File: src/rtl/req_scheduler.sv
// Elevator request scheduler: latches car/hall calls, keeps the travel direction,
// masks hall calls against that direction and clears the calls served at a stop.
module req_scheduler (
    input  logic       clk,
    input  logic       rst_n,
    input  logic       switch,
    input  logic [3:0] car_btn,
    input  logic [3:0] up_btn,
    input  logic [3:0] down_btn,
    input  logic [3:0] position,
    input  logic [2:0] state,
    input  logic       opendoor,
    input  logic       endOpen,
    output logic [3:0] eff_req,
    output logic [1:0] ud_mode,
    output logic [3:0] car_req,
    output logic [3:0] up_req,
    output logic [3:0] down_req,
    output logic       busy
);

    typedef enum logic [1:0] {
        DIR_IDLE = 2'b00,
        DIR_UP   = 2'b01,
        DIR_DOWN = 2'b10
    } dir_t;

    localparam logic [2:0] ST_PAUSE = 3'b001;
    localparam logic [2:0] ST_MOVE  = 3'b010;

    dir_t       r_dir;
    dir_t       w_dir_nxt;
    logic [3:0] r_car;
    logic [3:0] r_up;
    logic [3:0] r_down;

    logic [3:0] w_all;
    logic [3:0] w_below;
    logic [3:0] w_above;
    logic       w_any_above;
    logic       w_any_below;
    logic       w_onehot;
    logic       w_decide;
    logic       w_clear;
    logic [3:0] w_up_eff;
    logic [3:0] w_dn_eff;
    logic [3:0] w_car_nxt;
    logic [3:0] w_up_nxt;
    logic [3:0] w_down_nxt;

    assign w_all       = r_car | r_up | r_down;
    assign w_below     = position - 4'd1;
    assign w_above     = ~((position << 1) - 4'd1);
    assign w_any_above = |(w_all & w_above);
    assign w_any_below = |(w_all & w_below);

    // A floor code that is not exactly one-hot is untrusted: no clears, no decisions.
    assign w_onehot = (position != 4'd0) && ((position & (position - 4'd1)) == 4'd0);
    assign w_decide = (state == ST_PAUSE) && !opendoor && !endOpen && w_onehot;
    assign w_clear  = endOpen && w_onehot && (state != ST_MOVE);

    // Hall calls opposing the travel direction are held back until nothing lies ahead.
    assign w_up_eff = ((r_dir != DIR_DOWN) || !w_any_below) ? r_up   : 4'd0;
    assign w_dn_eff = ((r_dir != DIR_UP)   || !w_any_above) ? r_down : 4'd0;

    always_comb begin
        w_car_nxt  = r_car;
        w_up_nxt   = r_up;
        w_down_nxt = r_down;
        if (w_clear) begin
            w_car_nxt  = r_car  & ~position;
            w_up_nxt   = r_up   & ~(position & w_up_eff);
            w_down_nxt = r_down & ~(position & w_dn_eff);
        end
        // Applied after the clear so a press on the served floor survives.
        w_car_nxt  = w_car_nxt  | car_btn;
        w_up_nxt   = w_up_nxt   | (up_btn   & 4'b0111);
        w_down_nxt = w_down_nxt | (down_btn & 4'b1110);
    end

    always_comb begin
        w_dir_nxt = r_dir;
        if (w_decide) begin
            case (r_dir)
                DIR_DOWN: begin
                    if (w_any_below)      w_dir_nxt = DIR_DOWN;
                    else if (w_any_above) w_dir_nxt = DIR_UP;
                    else                  w_dir_nxt = DIR_IDLE;
                end
                default: begin
                    if (w_any_above)      w_dir_nxt = DIR_UP;
                    else if (w_any_below) w_dir_nxt = DIR_DOWN;
                    else                  w_dir_nxt = DIR_IDLE;
                end
            endcase
        end
    end

    always_ff @(posedge clk or negedge rst_n) begin
        if (!rst_n) begin
            r_dir <= DIR_IDLE;
        end else if (!switch) begin
            r_dir <= DIR_IDLE;
        end else begin
            r_dir <= w_dir_nxt;
        end
    end

    always_ff @(posedge clk or negedge rst_n) begin
        if (!rst_n) begin
            r_car  <= 4'd0;
            r_up   <= 4'd0;
            r_down <= 4'd0;
        end else if (!switch) begin
            r_car  <= 4'd0;
            r_up   <= 4'd0;
            r_down <= 4'd0;
        end else begin
            r_car  <= w_car_nxt;
            r_up   <= w_up_nxt;
            r_down <= w_down_nxt;
        end
    end

    assign eff_req  = r_car | w_up_eff | w_dn_eff;
    assign ud_mode  = r_dir;
    assign car_req  = r_car;
    assign up_req   = r_up;
    assign down_req = r_down;
    assign busy     = |w_all;

endmodule
File: config.mk
export PLATFORM = sky130hd
export DESIGN_NAME = req_scheduler
export DESIGN_NICKNAME = d
export VERILOG_FILES = /design/src/rtl/req_scheduler.sv
export SDC_FILE = /design/constraint.sdc
export NUM_CORES = 1
export LEC_CHECK = 0
export ABC_AREA = 1
export ABC_CLOCK_PERIOD_IN_PS = 1900
export CAP_MARGIN = 10
export CELL_PAD_IN_SITES_DETAIL_PLACEMENT = 1
export CELL_PAD_IN_SITES_GLOBAL_PLACEMENT = 1
export CORE_AREA = 2 2 62 64
export CTS_CLUSTER_DIAMETER = 150
export DETAILED_ROUTE_END_ITERATION = 8
export DIE_AREA = 0 0 64 66
export GPL_ROUTABILITY_DRIVEN = 0
export GPL_TIMING_DRIVEN = 0
export PLACE_DENSITY_LB_ADDON = 0.1
export SLEW_MARGIN = 30
export SYNTH_ARGS = -nofsm -noshare
export SYNTH_HDL_FRONTEND = slang
export SYNTH_SLANG_ARGS = --single-unit
File: constraint.sdc
create_clock -name clk -period 1.9 [get_ports clk]
set_input_delay 0.38 -clock clk [delete_from_list [all_inputs] [get_ports clk]]
set_output_delay 0.38 -clock clk [all_outputs]
set_load 0.005 [all_outputs]
==> results of run 1 <==
-- area by class of cell --
cell class	instances	share of cell area
repair buffers	73	0.3715
flip-flops and latches	14	0.1982
well taps	48	0.03397
inverters	25	0.06016
plain buffers	1	0.002123
clock buffers	3	0.01274
multi-input cells	93	0.3213
-- per-stage QoR --
stage / instance area [um2] / hold slack [ns] / utilization / power [W] / worst slack [ns]
2_1_floorplan: 920.9 / 0.08441 / - / 0.0004264 / 0.05556
3_3_place_gp: 1381 / 0.5117 / 0.3890 / 0.0005470 / -1.153
6_report: 1768 / 0.5183 / 0.4979 / 0.0007841 / -0.2721
5_1_grt: 1768 / 0.5444 / 0.4979 / 0.0008412 / -0.3368
4_1_cts: 1693 / 0.5292 / 0.4767 / 0.0007685 / -0.1864
3_5_place_dp: 1381 / 0.5139 / 0.3890 / 0.0005533 / -1.196
-- logic make-up after synthesis --
| group | count (synthesis) | share of synthesized area |
|---|---|---|
| buffers and inverters | 26 | 0.1060 |
| adder cells (fa/ha/maj) | 4 | 0.05435 |
| AND/OR/NAND/NOR | 76 | 0.3764 |
| flip-flops | 14 | 0.3804 |
| AO/OA/AOI/OAI | 13 | 0.08288 |
-- registers in the layout (all words and copies together) (netlist names) --
signal,cells
car_req,4
down_req,4
up_req,4
ud_mode,2
-- critical path, stage by stage --
cell	delay, ns
buf_8	0.10
inv_6	0.05
buf_6	0.10
nand3_4	0.08
ha_4	0.26
inv_1	0.04
nand2_2	0.07
nand2_4	0.06
o21ai_4	0.21
buf_6	0.14
buf_6	0.09
nand2_2	0.04
nand3_2	0.05
buf_2	0.11
-- layer usage --
layer,vias to the layer above,GRT usage
li1,566,-
met1,554,0.1889
met2,26,0.3607
met3,6,0.03066
met4,0,0.05707
met5,-,0
-- synthesized netlist by cell type --
cell type  instances
or4_1              1
nand3_2            2
o21ai_1            1
inv_1             24
nand2_2            3
nor4_1             1
nor2_2             1
clkbuf_1           1
inv_2              1
ha_1               4
dfrtp_1           14
nand3_1            8
o21ai_0            2
nor2_1            17
nand3_4            1
a21oi_1            9
o21ai_4            1
nor3_1             4
nand3b_1           1
nand2_1           37
-- path summary, 6_finish.rpt --
check	startpoint	endpoint	cells past startpoint
max	position[1]	eff_req[1]	14
min	rst_n	up_req[2]	1
max reg2reg	down_req[1]	up_req[0]	12
min reg2reg	ud_mode[1]	ud_mode[1]	2
max in group asynchronous	rst_n	down_req[3]	1
min in group clk	ud_mode[1]	ud_mode[1]	2
-- where the power goes --
part           internal (W)  total, W  switching, W
logic              0.000152  0.000288      0.000136
registers          0.000313  0.000323     0.0000104
clock network     0.0000735  0.000173     0.0000993
total              0.000538  0.000784      0.000246
-- what timing repair did --
action	CTS	global route
pin swaps	10	1
gates resized for setup	65	9
hold endpoints to repair	0	0
hold buffers	0	0
endpoints found under the setup margin	18	5
setup buffers	29	4
==> impl_metrics.csv, run 1 <==
group,metric,value,unit
outcome,outcome,"complete, but fails checks",
outcome,violations,"negative setup slack",
detailed_routing,routed_wl,3648,um
setup_path,start_kind,"input pin",
clock_network,htree_levels,1,
timing,finalClockSkew,0.009914,ns
synth,ys_ff_latch,14,
floorplanning,coreArea,0.003551,mm2
floorplanning,io_pins,43,
worst_hold_path,min_path_type,"input pin to async pin",
global_routing,grt_use_total,0.1805,
synth,yosysUniqueCellTypes,20,
place,dp.cells,221,
synth,ys_seq_area_frac,0.3804,
finish,drive_gt1_frac,0.3445,
finish,diodes,0,
timing,setup_tns,-0.8150,ns
detailed_routing,drc_errors,0,
setup_path,critical_path_class,"input pin to output pin",
detailed_routing,wl_met3,146,um
detailed_routing,first_iter_violations,21,
detailed_routing,viasPerCell,4.482,
global_routing,grt_pass1_vias,1233,
clock_network,tritoncts.num_buffers,3,
synth,synth_nets,161,
clock_network,max-clock-path-buffers,2,
detailed_routing,drtPass1Iterations,4,
timing,max_freq,0.4604,GHz
timing,finalCriticalPeriod,2.172,ns
place,place.port_buffers,40,
finish,fillers,443,
detailed_routing,wl_per_cell,14.19,um
power,leakage,0.8595,nW
finish,layout_commonest_cell,"nand2_1",
setup_path,crit_arrival,1.79,ns
finish,multi_input_area,568.0,um2
timing,post-route-period-util,1.143,
setup_path,crit_required,1.52,ns
setup_path,r2r_slack,0.16,ns
timing,finalHoldViolations,0,
synth,synth_top_area_share,0.3804,
detailed_routing,top_layer,"met4",
global_routing,grt_pass1_wl,5802,um
timing,rsz0062_at_grt,"yes",
timing,setup_violations,5,
floorplanning,start_util,0.2593,
place,dpl.hpwl,2294,um
timing,max-slew-margin-rel,0.5191,
clock_network,worstSkewPairLatency,0.28,ns
power,p_per_area,443.5,mW/mm2
finish,final_cell_mix,"nand2_1 (32), clkdlybuf4s50_1 (31), buf_4 (25)",
finish,fin_cells,257,
synth,synth_area_leaders,"dfrtp_1 (38%), nand2_1 (15%), inv_1 (9.8%), nor2_1 (6.9%), ha_1 (5.4%)",
floorplanning,die_x,64,um
synth,yosysWarnings,0,
detailed_routing,ant_nets,0,
synth,yosys.area.top_type,"dfrtp_1",
timing,drv_slew,0,
setup_path,endpoint_kind,"output pin",
detailed_routing,wl_met1,1416,um
synth,netlist_instances,133,
detailed_routing,route.met2.wl,2016,um
clock_network,cts-root-buf,"clkbuf_4",
flow_run,cap_violations,0,
floorplanning,die-area,0.004224,mm2
timing,setup_ws,-0.2721,ns
global_routing,antenna_found_initial,0,
synth,synth_area,920.9,um2
global_routing,grt_max_degree,15,
synth,syn_avg_cell_area,6.924,um2
floorplanning,die_h,66,um
global_routing,grt_overflow,0,
detailed_routing,dr_total_vias,1152,
clock_network,cts_tree,"done",
timing,worst_pin_slew,0.7190,ns
clock_network,cts_sinks,14,
finish,finalNetCount,239,
clock_network,clk_pin_slew,0.09,ns
finish,area_delta_synth_final,91.98,%
finish,seqCellArea,350.3,um2
floorplanning,core.rowCount,22,
setup_path,cp_max_fo,3,
power,irDropWorstVdd,0.3621,mV
No activity file was read; power rests on OpenSTA's default activity.
==> run 2: changes to the inputs <==
--- a/config.mk
+++ b/config.mk
@@ -12,5 +12,5 @@
 export CELL_PAD_IN_SITES_GLOBAL_PLACEMENT = 1
 export CORE_AREA = 2 2 62 64
-export CTS_CLUSTER_DIAMETER = 150
+export CTS_CLUSTER_DIAMETER = 100
 export DETAILED_ROUTE_END_ITERATION = 8
 export DIE_AREA = 0 0 64 66
==> constraint.sdc (replaced) <==
create_clock -name clk -period 1.9 [get_ports clk]
set_input_delay 0.285 -clock clk [delete_from_list [all_inputs] [get_ports clk]]
set_output_delay 0.285 -clock clk [all_outputs]
set_load 0.005 [all_outputs]
==> run 2 against run 1 <==
Against the previous run:
- the flow still finishes with violations (negative setup slack)
- worst setup slack improved by 0.18 ns
- routed wire length fell by 4.2%
- clock power fell by 2%
- sequential share of layout area is 0.61 points higher
- maximum frequency grew 9.1%
- final area decreased by 3.0%
- register-to-register slack gained 0.03 ns
- sequential power is essentially flat
- via count grew 0.52%
- clock skew down 0.00055 ns
- critical path type unchanged
- largest cell class unchanged
==> impl_metrics.csv, run 2 (same netlist as run 1, synthesis figures left out) <==
group,metric,value,unit
outcome,outcome,"complete, but fails checks",
outcome,violations,"negative setup slack",
clock_network,cts_tree,"done",
floorplanning,die_h,66,um
global_routing,grt_pass1_vias,1184,
detailed_routing,ant_nets,0,
clock_network,max-clock-path-buffers,2,
timing,finalHoldViolations,0,
clock_network,clk_pin_slew,0.09,ns
global_routing,antenna_found_initial,0,
clock_network,tritoncts.num_buffers,3,
global_routing,grt_max_degree,15,
power,leakage,0.8477,nW
setup_path,cp_max_fo,3,
floorplanning,start_util,0.2593,
setup_path,start_kind,"input pin",
global_routing,grt_use_total,0.1715,
timing,finalClockSkew,0.009362,ns
floorplanning,io_pins,43,
setup_path,critical_path.top_delay_family,"buffers and inverters",
clock_network,htree_levels,1,
detailed_routing,drc_errors,0,
timing,setup_violations,3,
detailed_routing,drtPass1Iterations,4,
global_routing,grt_overflow,0,
timing,worst_pin_slew,0.7157,ns
power,irDropWorstVdd,0.3247,mV
power,p_per_area,446.2,mW/mm2
timing,finalCriticalPeriod,1.991,ns
setup_path,critical_path_class,"input pin to output pin",
clock_network,cts-root-buf,"clkbuf_4",
setup_path,crit_required,1.62,ns
detailed_routing,first_iter_violations,35,
timing,setup_ws,-0.09054,ns
detailed_routing,dr_total_vias,1158,
finish,area_delta_synth_final,86.28,%
floorplanning,die-area,0.004224,mm2
setup_path,crit_chain,"buf_4 > inv_4 > buf_6 > nand3_1 > ha_1 > inv_1 > nand2_2 > nand2_4 > o21ai_4 > buf_6 > buf_6 > nand2_2 > nand3_2 > buf_2",
setup_path,path_buf_inv,7,
clock_network,worstSkewPairLatency,0.28,ns
detailed_routing,wl_per_cell,13.60,um
setup_path,endpoint_kind,"output pin",
detailed_routing,routed_wl,3496,um
setup_path,crit_slowest_cell,"ha_1",
timing,max_freq,0.5024,GHz
timing,rsz0062_at_grt,"yes",
floorplanning,die_x,64,um
place,place_area,0.001381,mm2
setup_path,worst_path_most_repeated_cell,"buf_6",
finish,diodes,0,
worst_hold_path,min_path_type,"input pin to async pin",
timing,max-slew-margin-rel,0.5214,
flow_run,cap_violations,0,
setup_path,crit_arrival,1.71,ns
detailed_routing,viasPerCell,4.506,
finish,final_cell_mix,"nand2_1 (31), clkdlybuf4s50_1 (31), buf_4 (27)",
finish,finalNetCount,239,
global_routing,grt_pass1_wl,5492,um
timing,drv_slew,0,
setup_path,slowest_delay,0.28,ns
place,dpl.hpwl,2294,um
finish,post-route-util,0.4831,
place,place.port_buffers,40,
clock_network,cts_sinks,14,
finish,drive_gt1_frac,0.3349,
timing,post-route-period-util,1.048,
floorplanning,coreArea,0.003551,mm2
clock_network,cts_hold_buf,0,
floorplanning,core.rowCount,22,
finish,design_area,0.001715,mm2
-- run 2: cell counts in the layout (fill, tap and decap cells not counted) --
No cell type changed its count.
-- run 2: where the power goes --
part	internal, W	switching (W)	leakage, nW
Sequential	0.000313	0.0000102	0.181
Combinational	0.000145	0.000129	0.653
Clock	0.0000734	0.0000955	0.0138
-- run 2: cell type report --
type | instances | area [um2]
sequential | 14 | 350.3
inverter | 25 | 98.84
tap | 48 | 60.06
buffer | 1 | 3.754
timing repair buffer | 73 | 641.9
fill | 457 | 1836
multi-input combinational | 93 | 538.0
clock buffer | 3 | 22.52
-- run 2: what timing repair did --
item | in CTS | in global routing
resized for setup | 52 | 12
setup endpoints to repair | 18 | 5
buffers inserted | 23 | 10
pin swaps | 5 | 9
-- run 2: final timing paths --
path / to / cells after the start / startpoint / slack, ns
max reg2reg: up_req[0] / 12 / down_req[1] / 0.19
max: eff_req[1] / 14 / position[1] / -0.09
min in group clk: up_req[1] / 3 / up_btn[1] / 0.53
min: up_req[2] / 1 / rst_n / 0.43
max in group asynchronous: up_req[0] / 1 / rst_n / 1.01
min reg2reg: ud_mode[1] / 2 / ud_mode[1] / 0.55
-- run 2: routing by layer --
| metal | up-vias | track usage | part of all wire |
|---|---|---|---|
| li1 | 568 | - | - |
| met1 | 555 | 0.1807 | 0.40 |
| met2 | 29 | 0.3320 | 0.54 |
| met3 | 6 | 0.03237 | 0.038 |
| met4 | 0 | 0.06793 | 0.019 |
| met5 | - | 0 | 0 |
-- run 2: stage by stage --
step / power [W] / setup slack, ns / hold WS [ns] / std cells / setup TNS, ns
floorplan: 0.0004264 / 0.2456 / -0.01059 / 133 / 0
global route: 0.0008278 / -0.1931 / 0.4509 / 257 / -0.5944
detailed placement: 0.0005533 / -1.006 / 0.5139 / 221 / -9.120
global placement: 0.0005470 / -0.9625 / 0.5117 / 221 / -8.429
finish: 0.0007653 / -0.09054 / 0.4268 / 257 / -0.1893
CTS: 0.0007507 / -0.07013 / 0.4342 / 247 / -0.07013
